==> config.mk <==
export PLATFORM = sky130hd
export DESIGN_NAME = cache_ctrl
export DESIGN_NICKNAME = d
export VERILOG_FILES = /design/src/rtl/cache_ctrl.sv
export SDC_FILE = /design/constraint.sdc
export NUM_CORES = 1
export LEC_CHECK = 0
export ABC_CLOCK_PERIOD_IN_PS = 1960
export CORE_AREA = 2 2 80 82
export CTS_BUF_LIST = sky130_fd_sc_hd__clkbuf_4
export CTS_CLUSTER_SIZE = 40
export DETAILED_ROUTE_END_ITERATION = 8
export DIE_AREA = 0 0 82 84
export GPL_TIMING_DRIVEN = 0
export PLACE_DENSITY = 0.76
export SLEW_MARGIN = 20
export SYNTH_ARGS = -nofsm -noshare
export SYNTH_HDL_FRONTEND = slang
export SYNTH_SLANG_ARGS = --single-unit
==> constraint.sdc <==
create_clock -name clock -period 1.96 [get_ports clock]
set_input_delay 0.294 -clock clock [delete_from_list [all_inputs] [get_ports clock]]
set_output_delay 0.294 -clock clock [all_outputs]
set_load 0.005 [all_outputs]
==> src/rtl/cache_ctrl.sv <==
// rtl/cache_ctrl.sv - 2-way set-associative write-back cache controller (optional CACHE_CTRL_FLUSH_EN)
module cache_ctrl #(
    parameter int DATA_W  = 3,
    parameter int MEM_LAT = 2
) (
    input  logic              clock,
    input  logic              reset,
    input  logic              cpu_req,
    input  logic              cpu_we,
    input  logic [2:0]        cpu_addr,
    input  logic [DATA_W-1:0] cpu_wdata,
    output logic [DATA_W-1:0] cpu_rdata,
    output logic              cpu_ready,
    output logic              cpu_hit,
    output logic              cpu_busy,
    output logic [2:0]        mem_endereco,
    output logic              mem_read,
    input  logic [DATA_W-1:0] mem_out,
    output logic [2:0]        mem_enderecoWB,
    output logic [DATA_W-1:0] mem_dadoWB,
    output logic              mem_WB
`ifdef CACHE_CTRL_FLUSH_EN
    ,
    input  logic              flush,
    output logic              flush_done
`endif
);

    localparam logic [2:0] S_IDLE   = 3'd0;
    localparam logic [2:0] S_LOOKUP = 3'd1;
    localparam logic [2:0] S_WB     = 3'd2;
    localparam logic [2:0] S_FETCH  = 3'd3;
    localparam logic [2:0] S_WAIT   = 3'd4;
    localparam logic [2:0] S_FILL   = 3'd5;
    localparam logic [2:0] S_DONE   = 3'd6;
`ifdef CACHE_CTRL_FLUSH_EN
    localparam logic [2:0] S_FLUSH  = 3'd7;
`endif

    localparam int CW = (MEM_LAT > 1) ? $clog2(MEM_LAT) : 1;

    logic [2:0]        state;
    logic              req_we;
    logic [2:0]        req_addr;
    logic [DATA_W-1:0] req_wdata;
    logic [DATA_W-1:0] fill_data;
    logic [CW-1:0]     cnt;
    logic              way;
    logic              hit_q;

    logic [1:0]        valid [2];
    logic [1:0]        dirty [2];
    logic [1:0]        lru;
    logic [1:0]        tags  [2][2];
    logic [DATA_W-1:0] data  [2][2];

    logic              cur_set;
    logic [1:0]        cur_tag;
    logic              hit0;
    logic              hit1;
    logic              hit;
    logic              hit_way;
    logic              victim;

`ifdef CACHE_CTRL_FLUSH_EN
    logic [1:0]        fl_idx;
    logic              fl_set;
    logic              fl_way;
    assign fl_set = fl_idx[1];
    assign fl_way = fl_idx[0];
`endif

    assign cur_set  = req_addr[0];
    assign cur_tag  = req_addr[2:1];
    assign cpu_busy = (state != S_IDLE);

    always_comb begin
        hit0    = valid[cur_set][0] && (tags[cur_set][0] == cur_tag);
        hit1    = valid[cur_set][1] && (tags[cur_set][1] == cur_tag);
        hit     = hit0 || hit1;
        hit_way = !hit0;
        // Fill empty ways first (way 0 before way 1); only then fall back to LRU.
        if (!valid[cur_set][0])
            victim = 1'b0;
        else if (!valid[cur_set][1])
            victim = 1'b1;
        else
            victim = lru[cur_set];
    end

    always_ff @(posedge clock or posedge reset) begin
        if (reset) begin
            state          <= S_IDLE;
            req_we         <= 1'b0;
            req_addr       <= '0;
            req_wdata      <= '0;
            fill_data      <= '0;
            cnt            <= '0;
            way            <= 1'b0;
            hit_q          <= 1'b0;
            lru            <= '0;
            cpu_rdata      <= '0;
            cpu_ready      <= 1'b0;
            cpu_hit        <= 1'b0;
            mem_endereco   <= '0;
            mem_read       <= 1'b0;
            mem_enderecoWB <= '0;
            mem_dadoWB     <= '0;
            mem_WB         <= 1'b0;
            for (int s = 0; s < 2; s++) begin
                valid[s] <= '0;
                dirty[s] <= '0;
                for (int w = 0; w < 2; w++) begin
                    tags[s][w] <= '0;
                    data[s][w] <= '0;
                end
            end
`ifdef CACHE_CTRL_FLUSH_EN
            fl_idx         <= '0;
            flush_done     <= 1'b0;
`endif
        end else begin
            cpu_ready <= 1'b0;
            mem_read  <= 1'b0;
            mem_WB    <= 1'b0;
`ifdef CACHE_CTRL_FLUSH_EN
            flush_done <= 1'b0;
`endif
            case (state)
                S_IDLE: begin
`ifdef CACHE_CTRL_FLUSH_EN
                    if (flush) begin
                        fl_idx <= '0;
                        state  <= S_FLUSH;
                    end else
`endif
                    if (cpu_req) begin
                        req_we    <= cpu_we;
                        req_addr  <= cpu_addr;
                        req_wdata <= cpu_wdata;
                        state     <= S_LOOKUP;
                    end
                end
                S_LOOKUP: begin
                    hit_q <= hit;
                    if (hit) begin
                        way          <= hit_way;
                        lru[cur_set] <= ~hit_way;
                        if (req_we) begin
                            data[cur_set][hit_way]  <= req_wdata;
                            dirty[cur_set][hit_way] <= 1'b1;
                        end
                        state <= S_DONE;
                    end else begin
                        way <= victim;
                        if (valid[cur_set][victim] && dirty[cur_set][victim])
                            state <= S_WB;
                        else
                            state <= S_FETCH;
                    end
                end
                S_WB: begin
                    mem_WB         <= 1'b1;
                    mem_enderecoWB <= {tags[cur_set][way], cur_set};
                    mem_dadoWB     <= data[cur_set][way];
                    state          <= S_FETCH;
                end
                S_FETCH: begin
                    mem_endereco <= req_addr;
                    mem_read     <= 1'b1;
                    cnt          <= CW'(MEM_LAT - 1);
                    state        <= S_WAIT;
                end
                S_WAIT: begin
                    if (cnt == '0) begin
                        fill_data <= mem_out;
                        state     <= S_FILL;
                    end else begin
                        cnt <= cnt - 1'b1;
                    end
                end
                S_FILL: begin
                    valid[cur_set][way] <= 1'b1;
                    tags[cur_set][way]  <= cur_tag;
                    data[cur_set][way]  <= req_we ? req_wdata : fill_data;
                    dirty[cur_set][way] <= req_we;
                    lru[cur_set]        <= ~way;
                    state               <= S_DONE;
                end
                S_DONE: begin
                    cpu_ready <= 1'b1;
                    cpu_hit   <= hit_q;
                    cpu_rdata <= data[cur_set][way];
                    state     <= S_IDLE;
                end
`ifdef CACHE_CTRL_FLUSH_EN
                S_FLUSH: begin
                    // Hold the walk for a cycle after each pulse so mem_WB returns low between pulses.
                    if (!mem_WB) begin
                        if (dirty[fl_set][fl_way]) begin
                            mem_WB                <= 1'b1;
                            mem_enderecoWB        <= {tags[fl_set][fl_way], fl_set};
                            mem_dadoWB            <= data[fl_set][fl_way];
                            dirty[fl_set][fl_way] <= 1'b0;
                        end
                        if (fl_idx == 2'd3) begin
                            flush_done <= 1'b1;
                            state      <= S_IDLE;
                        end else begin
                            fl_idx <= fl_idx + 2'd1;
                        end
                    end
                end
`endif
                default: state <= S_IDLE;
            endcase
        end
    end

endmodule

### Yosys cells after proc, flatten, opt, wreduce, memory -nomap -nowiden

Index checks and enable logic that the tools add are counted.

| cells by class | value |
|---|---|
| $add $sub $neg | 1 |
| $lt $le $gt $ge | 13 |
| eq/ne operators | 12 |
| mux-type cells | 74 |
| bitwise logic cells | 7 |
| reductions and logical operators | 20 |

Operators with widths:

| cell | count |
|---|---|
| two-way mux 6 bit | 5 |
| two-way mux 3 bit | 9 |
| two-way mux 2 bit | 13 |
| bitwise mux 12 bit | 2 |
| two-way mux 12 bit | 2 |
| two-way mux 4 bit | 6 |
| one-hot mux 12 bit (2 select lines) | 1 |
| one-hot mux 3 bit (6 select lines) | 1 |
| two-way mux 1 bit | 17 |
| demux 6 bit (select 1 bit) | 2 |
| == test 3 bit, second input constant | 3 |
| logical AND 1 bit | 9 |
| bitwise mux 8 bit | 1 |
| less-than comparator 1 x 2 -> 1 bit, second input constant | 4 |
| inequality test 2 bit, second input constant | 4 |
| OR 4 bit | 2 |
| one-hot mux 4 bit (2 select lines) | 1 |
| AND reduction 2 bit | 4 |
| demux 2 bit (select 1 bit) | 3 |
| demux 3 bit (select 1 bit) | 2 |
| == test 3 x 2 -> 1 bit, second input constant | 2 |
| >= comparator 2 bit, second input constant | 3 |
| less-than comparator 2 x 1 -> 1 bit, second input constant | 3 |
| inverter 1 -> 2 bit | 3 |
| other kinds (17) | 25 |

| storage, ports and cells | value |
|---|---|
| flip-flop bits (word level) | 62 |
| input port bits | 13 |
| output and inout bits | 17 |
| word-level logic and storage cells | 156 |

### Depth between registers and ports, before layout

| logic depth | value |
|---|---|
| depth in word-level cells | 18 |
| mapped depth | 7 |
| gate-level depth less buffers | 5 |

### Worst setup path after synthesis

Ideal clock, no wire load.

| path | value |
|---|---|
| path kind | register to register |
| from | reg req_addr[0] |
| to | reg data[0] in the netlist's numbering |
| setup time | 0.128 ns |
| arrival | 1.804 ns |
| slack | 0.028 ns |
| stages on the path, launching flop included | 7 |
| path buffers | 1 |
| clock period less this slack | 1.932 ns |
| path through | dfrtp_1 -> buf_6 -> mux2i_4 -> xor2_2 -> a221oi_4 -> nor4b_4 -> mux2_1 |

| between the ends | value |
|---|---|
| longest elaborated chain between the ends | 18 |
| elaborated cells on any way between the ends | 33 |
| those cells by class | 4 x order compare; 3 x eq/ne; 17 x mux; 2 x bitwise; 7 x reduce/logical |

Ends and longest elaborated chain:

| element | line | text |
|---|---|---|
| from (decl) | 44 | `logic [2:0] req_addr;` |
| from (signal assigned) | 139 | `req_addr <= cpu_addr;` |
| inverter 1 -> 2 bit (*) | n/a |  |
| two-way mux 4 bit (implied by the code) (3 in a row) | 78 | `hit0 = valid[cur_set][0] && (tags[cur_set][0] == cur_tag);` |
| == test 2 bit | 78 |  |
| logical AND 1 bit | 78 |  |
| logical NOT 1 bit | 81 | `hit_way = !hit0;` |
| inverter 1 -> 2 bit (implied by the code) | 150 | `data[cur_set][hit_way] <= req_wdata;` |
| >= comparator 2 bit (implied by the code) / less-than comparator 2 x 1 -> 1 bit (equally long branches) | 150 |  |
| logical AND 1 bit (implied by the code) | 150 |  |
| two-way mux 3 bit (implied by the code) | 150 |  |
| demux 3 bit (select 1 bit) | 150 |  |
| two-way mux 6 bit (implied by the code) | 150 |  |
| demux 6 bit (select 1 bit) | 150 |  |
| bitwise mux 12 bit | 150 |  |
| two-way mux 12 bit | 149 | `if (req_we) begin` |
| two-way mux 12 bit | 146 | `if (hit) begin` |
| one-hot mux 12 bit (2 select lines) | 129 | `case (state)` |
| to (signal, indexed assignment) | 150 |  |
| to (signal, indexed assignment) | 185 | `data[cur_set][way] <= req_we ? req_wdata : fill_data;` |
| to (decl) | 55 | `logic [DATA_W-1:0] data [2][2];` |

Every way passes the cells marked *; elsewhere a longest branch is shown, timed or not. The select of a mux whose other input is x is not followed.
A chain may end at the register's enable or synchronous reset.

### Worst setup path in the final report

Same ends and word-level chain as after synthesis.

==> impl_metrics.tcl <==
set metrics [dict create \
    clkPwrFrac_pct 10.7 \
    htreeDepth 3 \
    nets 324 \
    arrival_ns 2.41 \
    finalWorstSetupSlack_ns -0.1526 \
    async_flop_share_pct 100.0 \
    syn_inst 247 \
    grt.overflow.total 0 \
    finalPower_mw 7.747 \
    hold_buffers 0 \
    synth_top_area_cell "dfrtp_1" \
    dr.pass1.iters 5 \
    power_switching_mw 3.060 \
    end_kind "flip-flop" \
    cp.required_ns 2.25 \
    dp_slack_ns -0.2509 \
    switching_share_pct 39.51 \
    route.layer.met1.wl_um 2998 \
    p_seq_share_pct 29.0 \
    violations "negative setup slack" \
    powerDensity_mw_per_mm2 1936 \
    start_util_pct 50.74 \
    maxCapViolations 0 \
    grt_pass1_vias 2173 \
    grt_usage_pct 21.47 \
    synthFlopType "dfrtp_1" \
    fmax_mhz 473.4 \
    drv_slew 0 \
    timing.rr.start "req_addr[0]" \
    clk_pin_slew_ns 0.10 \
    ys_types 47 \
    place_inst 354 \
    synth_edf_count 0 \
    slew_headroom_pct 49.35 \
    final_cell_mix "dfrtp_1 (61), mux2_2 (34), clkdlybuf4s50_1 (28)" \
    yosysWarnings 0 \
    synth_top_cells_by_area "dfrtp_1 (50%), mux2_2 (13%), mux4_2 (3.6%), mux2_1 (1.8%), o2bb2ai_1 (1.7%)" \
    reg2reg_depth 6 \
    final_hold_viol_count 0 \
    dieArea_mm2 0.006888 \
    pin_count 30 \
    hold_ws_ns 0.2030 \
    rsz0062_at_grt "true" \
    start_kind "flip-flop" \
    grt_pass1_wl_um 11010 \
    grt_max_degree 37 \
    path_class "reg -> reg" \
    min_period_ns 2.113 \
    syn2layout_area_growth_pct 29.37 \
    avgViaCountPerCell 5.814 \
    fin_skew_ns 0.009345 \
    stdcell_count 392 \
    root_buffer "clkbuf_4" \
    hold_class "in -> async" \
    dp_hpwl_um 4582 \
    rows 29 \
    synth.top_cell.area_share_pct 50.16 \
    r2r-end "data[0]" \
    insertion_delay_ns 0.40 \
    drt-total-wl_um 6978 \
    finish.instance_area_mm2 0.004001 \
    finalSetupViolations 11 \
    portBuffers 29 \
    core_mm2 0.006096 \
    leakage_nw 1.724 \
    final_common_cell "dfrtp_1" \
    status "finished, violations left" \
    finalCritPeriodShare_pct 107.8 \
    synth-seq-area-share_pct 50.16 \
    maxUsedRoutingLayer "met4" \
    diodes 0 \
    utilization_pct 65.64 \
    tns_ns -1.197 \
    synth-seq-cells 62 \
    drt-initial-drc-count 240 \
    die_w_um 82 \
    cts_max_path_buffers 2 \
    wl_per_cell_um 17.80 \
    antenna_found_initial 0 \
    crit_fanout 6 \
    synth.avg_cell_area_um2 12.52 \
    cts_tree "done" \
    worst_slew_pin_slew_ns 0.7540 \
    place_congestion 0.9157 \
    fillerInstances 430 \
    dpl_cell_area_mm2 0.003502 \
    dieHeight_um 84 \
    pwr-share-comb_pct 60.3 \
    final_antenna_net_count 0 \
    reg2reg_setup_slack_ns -0.15 \
    dr_wl_met2_um 3493 \
    synthesis.area_mm2 0.003093 \
    vias 2279 \
    cts_buffers 9 \
    drc 0 \
    met3_length_um 316 \
    synth_nets 260 \
    vdd_drop_max_mv 0.8500 \
    clock_sink_count 62 \
    p_int_mw 4.687 \
    drive_gt1_share_pct 40.32 \
]
worst max-delay path: stages (launching register included):
cell      delay (ns)
dfrtp_1         0.35
buf_6           0.14
mux2i_4         0.33
xor2_4          0.23
a221oi_4        0.13
nor4b_4         0.47
mux2_1          0.36
power groups by stage:
stage	Combinational [mW]	Clock, mW	Sequential, mW
2_1_floorplan	2.62	0	2.12
3_3_place_gp	3.35	0	2.18
3_5_place_dp	3.45	0	2.21
4_1_cts	4.14	0.852	2.22
5_1_grt	4.97	0.903	2.31
6_report	4.67	0.830	2.25
cell families (layout without fill, tap and decap cells):
kind of cell,Yosys count,after routing,synth area share [%]
simple gates,56,56,10.56
mux,52,52,20.95
buf+inv,22,90,3.438
flops,62,62,50.16
compound gates,47,47,12.38
xor+xnor,8,8,2.508
worst max-delay path by stage:
stage               depth (start not counted)        start  endpoint  slack [ns]
global route                                7  req_addr[1]   data[7]       -0.20
global placement                            2        reset   data[7]       -0.90
detailed placement                          4     state[1]   tags[4]       -0.25
finish                                      6  req_addr[0]   data[0]       -0.15
floorplan                                   6  req_addr[0]   data[0]        0.03
CTS                                         7  req_addr[0]   data[0]       -0.16
cell usage after synthesis, types with 5 or more instances:
library cell,instances
a21oi_1,5
a2bb2oi_1,5
dfrtp_1,62
inv_1,10
mux2_1,5
mux2_2,37
mux4_2,5
nand2_1,12
nand2b_1,5
nor2_1,13
o21ai_0,8
o2bb2ai_1,6
cell type report:
cell class	count	area (um^2)	area share [%]
multi-input combinational	163	1615	40.37
sequential	62	1553	38.81
timing repair buffer	54	501.7	12.54
tap	77	96.34	2.408
clock buffer	10	75.07	1.876
buffer	11	68.82	1.720
clock inverter	5	51.30	1.282
inverter	10	40.04	1.001
layer usage:
| layer | vias to the layer above | track usage (%) |
|---|---|---|
| met2 | 84 | 31.78 |
| met4 | 0 | 9.394 |
| met5 | - | 0 |
| li1 | 1036 | - |
| met1 | 1139 | 30.01 |
| met3 | 20 | 4.978 |
state kept, by name, indices dropped and copies added (netlist names), 2 cells and up:
signal,flops
cpu_rdata,3
mem_endereco,3
mem_dadoWB,3
dirty,4
req_wdata,3
data,12
mem_enderecoWB,3
fill_data,3
state,3
lru,2
tags,8
req_addr,3
valid,4
timing repair:
| action | in CTS | in global routing |
|---|---|---|
| setup buffers | 18 | 9 |
| cloned | 0 | 1 |
| endpoints found under the setup margin | 29 | 25 |
| pin swaps | 8 | 8 |
| resized for setup | 20 | 26 |
Power figures use the tool's default switching activity.
